## src/rtl/binary_down_counter.sv

```systemverilog
// Free-running WIDTH-bit binary down counter with terminal-count decode.
// Wraps from zero to all-ones; synchronous reset reloads RESET_VALUE.
module binary_down_counter #(
    parameter int               WIDTH       = 4,
    parameter logic [WIDTH-1:0] RESET_VALUE = {WIDTH{1'b1}}
) (
    input  logic             clk,
    input  logic             rst,
    output logic [WIDTH-1:0] q,
    output logic             tc
);

    // Initialiser gives the configured power-up value, so q is never X.
    logic [WIDTH-1:0] q_reg = RESET_VALUE;
    logic [WIDTH-1:0] q_next;
    logic [WIDTH-1:0] borrow;

    // Ripple-borrow decrement: bit flips while every lower bit is zero.
    assign borrow[0] = 1'b1;

    generate
        for (genvar gi = 0; gi < WIDTH; gi++) begin : g_bit
            assign q_next[gi] = q_reg[gi] ^ borrow[gi];
            if (gi < WIDTH - 1) begin : g_borrow
                assign borrow[gi+1] = borrow[gi] & ~q_reg[gi];
            end
        end
    endgenerate

    always_ff @(posedge clk) begin
        if (rst) begin
            q_reg <= RESET_VALUE;
        end else begin
            q_reg <= q_next;
        end
    end

    assign q  = q_reg;
    assign tc = (q_reg == '0);

endmodule

```

## config.mk

```make
export PLATFORM = sky130hd
export DESIGN_NAME = binary_down_counter
export DESIGN_NICKNAME = d
export VERILOG_FILES = /design/src/rtl/binary_down_counter.sv
export SDC_FILE = /design/constraint.sdc
export NUM_CORES = 1
export LEC_CHECK = 0
export ABC_CLOCK_PERIOD_IN_PS = 1100
export CAP_MARGIN = 40
export CORE_AREA = 4 4 41 43
export CTS_CLUSTER_DIAMETER = 50
export DETAILED_ROUTE_END_ITERATION = 8
export DIE_AREA = 0 0 45 47
export GPL_TIMING_DRIVEN = 0
export HOLD_SLACK_MARGIN = 0.08
export PLACE_DENSITY = 0.36
export SYNTH_ARGS = -nofsm -noshare
export SYNTH_HDL_FRONTEND = slang
export SYNTH_SLANG_ARGS = --single-unit
export TNS_END_PERCENT = 100
```

## constraint.sdc

```tcl
create_clock -name clk -period 1.1 [get_ports clk]
set_clock_uncertainty 0.15 [all_clocks]
set_input_delay 0.275 -clock clk [delete_from_list [all_inputs] [get_ports clk]]
set_output_delay 0.275 -clock clk [all_outputs]
set_load 0.005 [all_outputs]
```

==> summary.md <==
| Metric | Value |
|---|---|
| ANT nets after route | 0 |
| Vias in the first global route | 151 |
| Core Area | 1300 sq um |
| Synthesized area | roughly 160 sq um |
| TritonRoute pass-1 iters | 2 |
| Slew HR | 92.5% |
| Share of cells above drive strength 1 | 78.6% |
| CP startpoint kind | flip-flop |
| Critical path cell sequence | inv_2, ha_4, nor3b_2, buf_2 |
| Post-route setup slack | -329 ps |
| Max-cap violation count | 0 |
| Post-synth EDFFs | 0 |
| Sum Neg Setup Slack | -865 ps |
| Largest net degree at the start of global routing | 5 |
| Site Rows | 13 |
| Starting DRT DRC Count | 1 |
| Final Cell Area | 325 sq um |
| Failing checks | setup timing |
| Syn Area/Cell | 10.5 sq um |
| Number of fill cells | 155 |
| Run status | finished with violations |
| Max Slew Vio Count | 0 |
| Area post-placement | approximately 270 sq um |
| Cell variety after synth | 6 |
| CP max FO | 2 |
| Port buffer count | 6 |
| Synth Area in Adders | 15.9% |
| Ys flop type | dfxtp_1 |
| Critical path's slowest cell | dfxtp_2 |
| GP Congestion | 0.564 |
| Post-synthesis mux area share | 0% |
| PwrDens | ~1200 nW/um^2 |
| Peak supply drop | 0.386 mV |
| Synth Area in XOR/XNOR | 5.56% |
| Register area share after synthesis | 50.8% |
| Clock Pin Slew Worst Setup and Hold Paths | 40 ps |
| Root Buffer | clkbuf_4 |
| WHS | 369 ps |
| Ys async rst share | 0% |
| Max H-tree Level | 1 |
| Library cell with the largest summed area after synthesis | dfxtp_1 |
| Die Ht | 47 um |
| Initial Utilization | 12.1% |
| Max reg flops | 4 |
| Fmax achieved | around 700 MHz |
| Period utilization | 130% |
| Nets | 34 |
| Synth-to-Final Area Change | 106% |
| WL final | 350 um |
| Synth top area cells | dfxtp_1 51%, ha_1 16%, nand2b_1 16%, inv_1 7.1%, xnor2_1 5.6% |
| Pleak | 0.149 nW |
| Hold WC Path Type | reg2reg |
| Antenna violations before repair | 0 |
| RSZ-0062 raised after global routing | true |
| Clock latency on the worst-skew pair | 230 ps |
| Final worst path period need | 1430 ps |
| WP data required | 670 ps |
| Critical path's largest stage delay | 320 ps |
| TritonCTS buffer count | 3 |
| Die area | 2120 sq um |
| CTS max path bufs | 2 |
| Overflow after GRT | 0 |
| Compound-gate portion of the synthesized area | 0% |
| Clock sinks | 4 |
| Total track usage | 4.66% |
| Wire length per cell | 8.14 um |
| CTS tree | done |
| Top-area cell type share of the netlist area | 50.8% |
| Crit end category | primary output |
| Synth Register Bits | 4 |
| Die Width | 45 um |
| Final-report setup violation count | 6 |
| YS warnings | 0 |
| Post-Syn Nets | 19 |
| Hold Violations, Final | 0 |
| Worst-Margin Slew | 112 ps |
| Main combinational cell family by area after synthesis | simple AND/OR/NAND/NOR gates |
| Synth cell count leaders | 4 x dfxtp_1, 4 x nand2b_1, 3 x inv_1 |
| Via count | approximately 140 |
| Crit path kind | reg2out |
| IO Count | 7 |
| Cells after Synth | 15 |
| Diodes inserted | 0 |
| Post-Synth Simple-Gate Area | 20.6% |
| Critical Path AT | 1000 ps |
| Vias per cell | 3.28 |
| First-pass GRT wire length | 593 um |
| DRC | 0 |
[layout make-up]
| type | count | area (sq um) | area share, % |
|---|---|---|---|
| multi-input combinational | 8 | 104 | 31.9 |
| sequential | 4 | 87.6 | 26.9 |
| timing repair buffer | 10 | 81.3 | 25.0 |
| clock buffer | 3 | 22.5 | 6.92 |
| tap | 15 | 18.8 | 5.77 |
| inverter | 3 | 11.3 | 3.46 |
[logic make-up after synthesis]
logic type / Yosys count
buf+inv: 3
simple gates: 5
fa+ha+maj: 2
flops: 4
xor+xnor: 1
[cell usage in the layout (no fill, tap or decap)]
cell type / synthesis / final
inv_2: 0 / 2
clkbuf_4: 0 / 3
nand2b_1: 4 / 4
buf_6: 0 / 3
clkdlybuf4s50_1: 0 / 1
dfxtp_2: 0 / 3
buf_2: 0 / 3
xnor2_2: 0 / 1
ha_4: 0 / 2
dfxtp_4: 0 / 1
inv_1: 3 / 1
nor3b_2: 0 / 1
buf_4: 0 / 3
[path summary, 6_finish.rpt]
| path | startpoint | endpoint | slack [ps] | depth (start not counted) |
|---|---|---|---|---|
| worst max-delay path | q[0] | tc | -330 | 4 |
| worst min-delay path | q[0] | q[0] | 370 | 2 |
| worst max register to register | q[0] | q[3] | -230 | 7 |
| worst min register to register | q[0] | q[0] | 370 | 2 |
[per-stage QoR]
| step | total power, mW | instances | utilization, % | worst slack [ps] |
|---|---|---|---|---|
| after CTS | 0.412 | 41 | 22.3 | -348 |
| after global placement | 0.218 | 36 | 20.7 | -496 |
| after floorplan | 0.191 | 15 | - | -24.8 |
| after global routing | 0.433 | 43 | 25.0 | -389 |
| after detailed placement | 0.220 | 36 | 20.7 | -504 |
| final | 0.399 | 43 | 25.0 | -329 |
[report_power, final]
group / internal, mW / leakage [nW] / switching [mW]
clock: 0.122 / 0.0138 / 0.0582
combinational: 0.0351 / 0.103 / 0.0225
sequential: 0.155 / 0.0320 / 0.00645
[what timing repair did]
action	CTS	global route
endpoints found under the setup margin	7	7
gates resized for setup	23	4
pin swaps	1	2
hold buffers	0	0
buffers inserted	2	2
[per-layer routing]
metal | global-route usage (%) | wire length (um)
met3 | 5.75 | 73
met2 | 5.37 | 148
met5 | 0 | 0
met4 | 5.26 | 0
met1 | 3.63 | 128
[critical path: cells and delay by family, from the launching register on]
family / cells / cell delay [ps]
DFF: 1 / 320
buffers and inverters: 2 / 160
adders and majority gates: 1 / 150
and+or+nand+nor: 1 / 140
No activity file was read; power rests on OpenSTA's default activity.
